## config.mk

```make
export PLATFORM = sky130hd
export DESIGN_NAME = pipelined_controller
export DESIGN_NICKNAME = d
export VERILOG_FILES = /design/src/rtl/pipelined_controller.sv
export SDC_FILE = /design/constraint.sdc
export NUM_CORES = 1
export LEC_CHECK = 0
export BUFFER_PORTS_ARGS = -buffer_cell sky130_fd_sc_hd__buf_2
export CAP_MARGIN = 40
export CORE_MARGIN = 2
export CORE_UTILIZATION = 42
export CTS_CLUSTER_SIZE = 24
export DETAILED_ROUTE_END_ITERATION = 10
export PLACE_DENSITY = 0.81
export SYNTH_ARGS = -nofsm -noshare
export SYNTH_HDL_FRONTEND = slang
export SYNTH_SLANG_ARGS = --single-unit
```

## constraint.sdc

```tcl
create_clock -name Clk -period 2.1 [get_ports Clk]
set_input_delay 0.105 -clock Clk [delete_from_list [all_inputs] [get_ports Clk]]
set_output_delay 0.105 -clock Clk [all_outputs]
set_load 0.01 [all_outputs]
```

## src/rtl/pipelined_controller.sv

```systemverilog
// pipelined_controller -- decode-stage control unit for the 5-stage MIPS pipeline.
// Decodes opcode/funct/rt into a control word, registers it into the ID/EX
// control fields, inserts STALL_CYCLES bubbles on a load-use hazard and
// flushes on a taken branch/jump resolved in EX.
// Optional build macro: HAZARD_STATS_EN enables the 16-bit saturating
// StallCount/FlushCount statistics; without it both ports are tied to 0.
module pipelined_controller #(
  parameter int OPCODE_W     = 6,
  parameter int REG_ADDR_W   = 5,
  parameter int INSTR_SEL_W  = 4,
  parameter int STALL_CYCLES = 1
) (
  input  logic                   Clk,
  input  logic                   Reset,
  input  logic [OPCODE_W-1:0]    Instruction,
  input  logic [OPCODE_W-1:0]    Funct,
  input  logic [REG_ADDR_W-1:0]  BranchSignal,
  input  logic [REG_ADDR_W-1:0]  Rs_ID,
  input  logic [REG_ADDR_W-1:0]  Rt_ID,
  input  logic                   ID_Valid,
  input  logic                   EX_MemRead,
  input  logic [REG_ADDR_W-1:0]  EX_Rd,
  input  logic                   BranchTaken,
  output logic                   PCWrite,
  output logic                   IFID_Write,
  output logic                   IFID_Flush,
  output logic                   PCSrc,
  output logic                   RegSrc0,
  output logic                   RegSrc1,
  output logic                   ExtendSel,
  output logic                   RegDst,
  output logic                   ALUSrc0,
  output logic                   R_Enable,
  output logic                   W_Enable,
  output logic                   MemToReg,
  output logic                   RegWrite,
  output logic [1:0]             ALUSrc1,
  output logic [1:0]             R_Width,
  output logic [1:0]             W_Width,
  output logic [INSTR_SEL_W-1:0] InstrSel,
  output logic                   Ctrl_Valid,
  output logic                   Illegal,
  output logic [15:0]            StallCount,
  output logic [15:0]            FlushCount
);

  localparam int CNT_W = (STALL_CYCLES < 2) ? 1 : $clog2(STALL_CYCLES + 1);

  typedef enum logic [0:0] {RUN, STALL} state_t;

  typedef struct packed {
    logic                   pc_src;
    logic                   reg_src0;
    logic                   reg_src1;
    logic                   extend_sel;
    logic                   reg_dst;
    logic                   alu_src0;
    logic                   r_enable;
    logic                   w_enable;
    logic                   mem_to_reg;
    logic                   reg_write;
    logic [1:0]             alu_src1;
    logic [1:0]             r_width;
    logic [1:0]             w_width;
    logic [INSTR_SEL_W-1:0] instr_sel;
    logic                   valid;
    logic                   illegal;
  } ctrl_t;

  state_t           state_q, state_d;
  logic [CNT_W-1:0] cnt_q, cnt_d;
  ctrl_t            dec, ctrl_d, ctrl_q;
  logic             reads_rt;
  logic             hazard;

  // Instruction decode: opcode/funct/rt to control word, plus whether rt is a source.
  always_comb begin
    // NOTE: every field gets a default before the case so no path infers a latch
    // and unused widths decode to 0 rather than X.
    dec       = '0;
    dec.valid = 1'b1;
    reads_rt  = 1'b0;
    case (Instruction)
      6'b000000: begin
        reads_rt      = 1'b1;
        dec.reg_dst   = 1'b1;
        dec.reg_write = 1'b1;
        if (Funct == 6'b000000 || Funct == 6'b000010) dec.alu_src0 = 1'b1;
        if (Funct == 6'b001000) begin
          dec.reg_write = 1'b0;
          dec.pc_src    = 1'b1;
          dec.instr_sel = INSTR_SEL_W'(7);
        end
      end
      6'b011100: begin
        reads_rt      = 1'b1;
        dec.reg_write = 1'b1;
      end
      6'b100011, 6'b100001, 6'b100000: begin
        dec.r_enable   = 1'b1;
        dec.reg_write  = 1'b1;
        dec.alu_src1   = 2'd1;
        dec.extend_sel = 1'b1;
        dec.r_width    = (Instruction == 6'b100011) ? 2'd0 :
                         (Instruction == 6'b100001) ? 2'd1 : 2'd2;
      end
      6'b101011, 6'b101001, 6'b101000: begin
        reads_rt     = 1'b1;
        dec.w_enable = 1'b1;
        dec.w_width  = (Instruction == 6'b101011) ? 2'd0 :
                       (Instruction == 6'b101001) ? 2'd1 : 2'd2;
      end
      6'b000001: begin
        if (BranchSignal == '0) begin
          dec.pc_src     = 1'b1;
          dec.extend_sel = 1'b1;
          dec.instr_sel  = INSTR_SEL_W'(5);
        end else if (BranchSignal == REG_ADDR_W'(1)) begin
          dec.pc_src     = 1'b1;
          dec.extend_sel = 1'b1;
          dec.instr_sel  = INSTR_SEL_W'(0);
        end else begin
          dec         = '0;
          dec.valid   = 1'b1;
          dec.illegal = 1'b1;
        end
      end
      6'b000100, 6'b000101, 6'b000111, 6'b000110: begin
        reads_rt       = (Instruction == 6'b000100) || (Instruction == 6'b000101);
        dec.pc_src     = 1'b1;
        dec.extend_sel = 1'b1;
        case (Instruction)
          6'b000100: dec.instr_sel = INSTR_SEL_W'(1);
          6'b000101: dec.instr_sel = INSTR_SEL_W'(2);
          6'b000111: dec.instr_sel = INSTR_SEL_W'(3);
          default:   dec.instr_sel = INSTR_SEL_W'(4);
        endcase
      end
      6'b000010: dec.instr_sel = INSTR_SEL_W'(6);
      6'b000011: begin
        dec.instr_sel = INSTR_SEL_W'(8);
        dec.reg_write = 1'b1;
        dec.alu_src1  = 2'd2;
      end
      6'b001000, 6'b001101, 6'b001110, 6'b001010: begin
        dec.mem_to_reg = 1'b1;
        dec.reg_write  = 1'b1;
        dec.alu_src1   = 2'd1;
        dec.extend_sel = (Instruction == 6'b001000) || (Instruction == 6'b001010);
      end
      default: dec.illegal = 1'b1;
    endcase
  end

  // Load-use hazard against the load currently in EX.
  assign hazard = EX_MemRead && (EX_Rd != '0) && ID_Valid &&
                  ((EX_Rd == Rs_ID) || (reads_rt && (EX_Rd == Rt_ID)));

  // Stall/flush FSM: next state, bubble counter, fetch controls and next ID/EX word.
  always_comb begin
    state_d    = state_q;
    cnt_d      = cnt_q;
    PCWrite    = 1'b1;
    IFID_Write = 1'b1;
    IFID_Flush = 1'b0;
    ctrl_d     = '0;
    if (Reset) begin
      PCWrite    = 1'b0;
      IFID_Write = 1'b0;
      state_d    = RUN;
      cnt_d      = '0;
    end else if (BranchTaken) begin
      IFID_Flush = 1'b1;
      state_d    = RUN;
      cnt_d      = '0;
    end else begin
      case (state_q)
        STALL: begin
          PCWrite    = 1'b0;
          IFID_Write = 1'b0;
          cnt_d      = cnt_q - 1'b1;
          if (cnt_q <= CNT_W'(1)) state_d = RUN;
        end
        default: begin
          if (hazard) begin
            PCWrite    = 1'b0;
            IFID_Write = 1'b0;
            cnt_d      = CNT_W'(STALL_CYCLES - 1);
            state_d    = (STALL_CYCLES > 1) ? STALL : RUN;
          end else if (ID_Valid) begin
            ctrl_d = dec;
          end
        end
      endcase
    end
  end

  // State, counter and ID/EX control register with synchronous reset.
  always_ff @(posedge Clk) begin
    // NOTE: sequential state uses non-blocking assignments only.
    if (Reset) begin
      state_q <= RUN;
      cnt_q   <= '0;
      ctrl_q  <= '0;
    end else begin
      state_q <= state_d;
      cnt_q   <= cnt_d;
      ctrl_q  <= ctrl_d;
    end
  end

  assign PCSrc      = ctrl_q.pc_src;
  assign RegSrc0    = ctrl_q.reg_src0;
  assign RegSrc1    = ctrl_q.reg_src1;
  assign ExtendSel  = ctrl_q.extend_sel;
  assign RegDst     = ctrl_q.reg_dst;
  assign ALUSrc0    = ctrl_q.alu_src0;
  assign R_Enable   = ctrl_q.r_enable;
  assign W_Enable   = ctrl_q.w_enable;
  assign MemToReg   = ctrl_q.mem_to_reg;
  assign RegWrite   = ctrl_q.reg_write;
  assign ALUSrc1    = ctrl_q.alu_src1;
  assign R_Width    = ctrl_q.r_width;
  assign W_Width    = ctrl_q.w_width;
  assign InstrSel   = ctrl_q.instr_sel;
  assign Ctrl_Valid = ctrl_q.valid;
  assign Illegal    = ctrl_q.illegal;

`ifdef HAZARD_STATS_EN
  logic [15:0] stall_cnt_q, flush_cnt_q;
  logic        hazard_bubble;

  assign hazard_bubble = !BranchTaken && ((state_q == STALL) || hazard);

  // Saturating statistics counters for hazard bubbles and flushes.
  always_ff @(posedge Clk) begin
    if (Reset) begin
      stall_cnt_q <= '0;
      flush_cnt_q <= '0;
    end else begin
      if (hazard_bubble && stall_cnt_q != 16'hFFFF) stall_cnt_q <= stall_cnt_q + 16'd1;
      if (BranchTaken && flush_cnt_q != 16'hFFFF)   flush_cnt_q <= flush_cnt_q + 16'd1;
    end
  end

  assign StallCount = stall_cnt_q;
  assign FlushCount = flush_cnt_q;
`else
  assign StallCount = 16'd0;
  assign FlushCount = 16'd0;
`endif

endmodule

```

# After elaboration in Yosys (flattened, before gate mapping)
# Cells that the tools add are included.
op_classes:
  add_sub_neg: 1
  order_cmp: 1
  eq_ne: 23
  n_mux: 33
  bitwise: 5
  n_reduce_logical: 29
ops:
  columns: ["cell", "n"]
  rows:
  - ["$eq 6x6->1 const B", 6]
  - ["$eq 6x4->1 const B", 5]
  - ["$reduce_or 7->1", 4]
  - ["$eq 6x3->1 const B", 4]
  - ["$pmux 4 s5", 1]
  - ["$mux 1", 19]
  - ["$eq 6x2->1 const B", 3]
  - ["$reduce_or 18->1", 1]
  - ["$logic_not 6->1", 2]
  - ["$reduce_or 4->1", 3]
  - ["$eq 5x5->1", 2]
  - ["$reduce_or 5->1", 2]
  - ["$pmux 3 s3", 1]
  - ["$reduce_or 3->1", 3]
  - ["$reduce_or 9->1", 1]
  - ["$mux 2", 4]
  - ["$eq 6x1->1 const B", 1]
  - ["$eq 6x5->1 const B", 1]
  - ["$mux 3", 2]
  - ["$pmux 1 s2", 3]
  - ["$pmux 1 s3", 2]
  - ["$reduce_or 6->1", 1]
  - ["$eq 5x1->1 const B", 1]
  - ["$logic_not 5->1", 1]
  - ["9 further kinds", 19]
word_totals:
  regBits: 24
  in_bits: 37
  elab_cells: 110

# Depth between registers and ports, before layout
logic_depth:
  depth_word: 10
  mapped_depth: 7

# Worst setup path before layout
# Ideal clock, no wire load.
synth_path:
  kind: "in2out"
  from: "input port EX_Rd[1]"
  to: "output port PCWrite"
  arrival_ps: 1639
  t_required_ps: 1995
  path_slack_ps: 356
  stages: 6
  path_buffers: 1
  path_cell_list: "or4_4 or2_1 nand2_1 nor3_1 a221oi_1 buf_4"
synth_between:
  elab_chain_cells: 8
synth_lines:
  columns: ["element", "line_no", "text"]
  rows:
  - ["from (decl)", "22", "input logic [REG_ADDR_W-1:0] EX_Rd,"]
  - ["$eq 5x5->1 or $reduce_bool 5->1 (tied branches)", "157, 156", null]
  - ["$logic_and 1x1->1, on equally long branches", "157, 156", null]
  - ["$logic_or 1x1->1 or $logic_and 1x1->1 (tied branches)", "157, 156", null]
  - ["$logic_and 1x1->1 (*)", "156", "assign hazard = EX_MemRead && (EX_Rd != '0) && ID_Valid &&"]
  - ["$mux 1 (*) (4 in a row)", null, null]
  - ["to (decl)", "24", "output logic PCWrite,"]
# Mark *: on every way between the ends. The rest lies on a longest branch, timed or not.

# Final worst setup path
layout_path:
  from: "input port EX_Rd[1]"
  to: "output port IFID_Write"
layout_between:
  elab_chain_cells: 8
layout_lines:
  columns: ["element", "line_no", "text"]
  rows:
  - ["$eq 5x5->1 or $reduce_bool 5->1 (tied branches)", "157, 156", null]
  - ["$logic_and 1x1->1, on equally long branches", "157, 156", null]
  - ["$logic_or 1x1->1 or $logic_and 1x1->1 (tied branches)", "157, 156", null]
  - ["$logic_and 1x1->1 (*)", "156", null]
  - ["$mux 1 (*)", "185", "if (hazard) begin"]
  - ["$mux 1 (*)", "177", "case (state_q)"]
  - ["$mux 1 (*)", "172", "end else if (BranchTaken) begin"]
  - ["$mux 1 (*)", "167", "if (Reset) begin"]
  - ["to (decl)", "25", "output logic IFID_Write,"]
# Marked as above.

==> run metrics <==
status complete, no violations; # rows 20; CP Capture Type output pin; DR pass1 iterations 4; Worst Setup Path Type primary input to output pin; pwr/cell area roughly 450 nW/µm²; Post-synth top cells 35 x buf_4, 20 x dfxtp_1, 14 x nor2_1, 12 x nor3_1, 10 x nand2_1; peak supply drop about 0.19 mV; GRT Overall Usage 0.1507; Post-CTS Setup Bufs 0; Final nets 265; core area just over 3000 µm²; Die Ht 61.61 µm; IO Count 94; most common cell in the synthesized netlist buf_4; last weighted congestion value of the routability-driven placer slightly below 0.9; hold_buf cts 0; Fmax 577.3 MHz; GRT Residual Overflow 0; CTS tree done; Num CTS Buffers 3; Synth Flop Type dfxtp_1; post-synthesis register bit count 20; drt wl/cell 10.42 µm; post-synth cell types 41; pin count of the biggest net entering global routing 21; Startpoint Class primary input; Setup crit start EX_Rd[1]; sequential area share after synthesis 0.2873; ys async rst share 0; setup violators final 0; area growth from synthesis to layout 16.88%; vias per cell 4.633; drt drc 0; clock transition at the registers of the reported paths 0.09 ns; WHS Endpoint InstrSel[2]$_SDFF_PP0_; Yosys top cell by area dfxtp_1; Final Max Tran Viols 0; DIE AREA around 3800 µm²; hold depth 4; initial antenna violation count 0; CTS root buffer clkbuf_4; Post-Syn Instances roughly 170; Hold Startpoint BranchSignal[0]; Yosys warnings 0; # H-tree levels 1; vias in the first global route 996; share of the synthesized area in the top cell type 0.2873; share of layout cells above drive strength 1 0.3274; drt initial violations 38; post-layout min period 1.732 ns; post-cts resize count 0; final hold violations 0; Max Root-Sink Buffers 2; RSZ-0062 raised after global routing false; Post-synth EDFFs 0; leakage power 0.7503 nW; Max Cap Viol 0; WHS 0.1140 ns; Worst Hold Class primary input to register; Critical Path RT 2.00 ns; Mapped Area 1394 µm²; clk sink count 20; I/O Buffers 59; routed vias 1251; critical path arrival between 1.5 and 2 ns; ANT nets after route 0; n_diodes 0; Worst Path Max Fanout 3; Synth area leaders dfxtp_1 29%, buf_4 19%, xnor2_1 5.7%; final WL 2813 µm; Synth Area per Inst about 8.2 µm²; chip width 61.61 µm; Final period util 0.8248; initial core utilization 0.4492; DPL Wire Length 2200 µm; first-pass GRT wire length 4271 µm; setup TNS 0 ns
[critical path, cell delays in order]
cell and delay [ns]:
buf_2 0.12, or4_4 0.53, or2_1 0.24, nand2_1 0.08, nor3_1 0.05, a221oi_1 0.30, buf_2 0.19
[worst max path at each step]
| stage | to | depth (start not counted) |
|---|---|---|
| detailed placement | IFID_Write | 7 |
| CTS | IFID_Write | 7 |
| floorplan | PCWrite | 6 |
| global route | IFID_Write | 7 |
| global placement | IFID_Write | 7 |
| finish | IFID_Write | 7 |
[sequential cells by signal, summed over array words and instances, names as in the netlist]
signal      count
ALUSrc0         1
ALUSrc1         2
Ctrl_Valid      1
ExtendSel       1
Illegal         1
InstrSel        4
MemToReg        1
PCSrc           1
R_Enable        1
R_Width         2
RegDst          1
RegWrite        1
W_Enable        1
W_Width         2
[through the flow]
stage            util  std cells  setup WS, ns  instance area (µm²)  power, mW
4_1_cts        0.5218        269        0.3780                 1619     0.7406
5_1_grt        0.5250        270        0.2545                 1629     0.7917
3_5_place_dp   0.5145        266        0.3799                 1597     0.5751
2_1_floorplan       -        204        0.3557                 1518     0.5584
3_3_place_gp   0.5145        266        0.3881                 1597     0.5726
6_report       0.5250        270        0.3679                 1629     0.7357
[final cells by class]
cell class | count | area [µm²]
Fill cell | 337 | 1474
Multi-Input combinational cell | 138 | 803.3
Sequential cell | 20 | 400.4
Timing Repair Buffer | 63 | 340.3
Tap cell | 44 | 55.05
Clock buffer | 3 | 22.52
Inverter | 2 | 7.507
[layer usage]
metal / track usage / share of wire / vias up
li1: - / - / 630
met1: 0.1975 / 0.42 / 552
met2: 0.2376 / 0.48 / 63
met3: 0.02101 / 0.077 / 6
met4: 0.08207 / 0.026 / 0
met5: 0 / 0 / -
[kinds of logic after synthesis]
logic type,Yosys count,share of synthesized area
buffers and inverters,46,0.2253
muxes,1,0.007182
and+or+nand+nor,67,0.2900
other,1,0.002690
AOI/OAI and AO/OA,26,0.1248
DFF,20,0.2873
xor gates and xnor gates,10,0.06284
[cell usage in the layout, fill, tap and decap left out, drive strengths merged, types with 2 or more instances in the layout]
cell    Yosys  final
nor3       12     12
o21ai       7      7
clkbuf      6      3
o211ai      2      2
nor4        8      8
nand2      10     10
or2         2      2
nor4bb      2      2
nand3       3      3
a211oi      3      3
nor2       14     14
buf        38     62
a21oi       6      6
inv         2      2
dfxtp      20     20
conb        1     34
nor2b       4      4
nand2b      5      5
nand4       2      2
xnor2       9      9
[where the power goes]
group	switching, mW	internal, mW	total (mW)
combinational	0.116	0.0715	0.187
sequential	0.000598	0.382	0.383
clock	0.0991	0.0667	0.166
No activity file was read; power rests on OpenSTA's default activity.
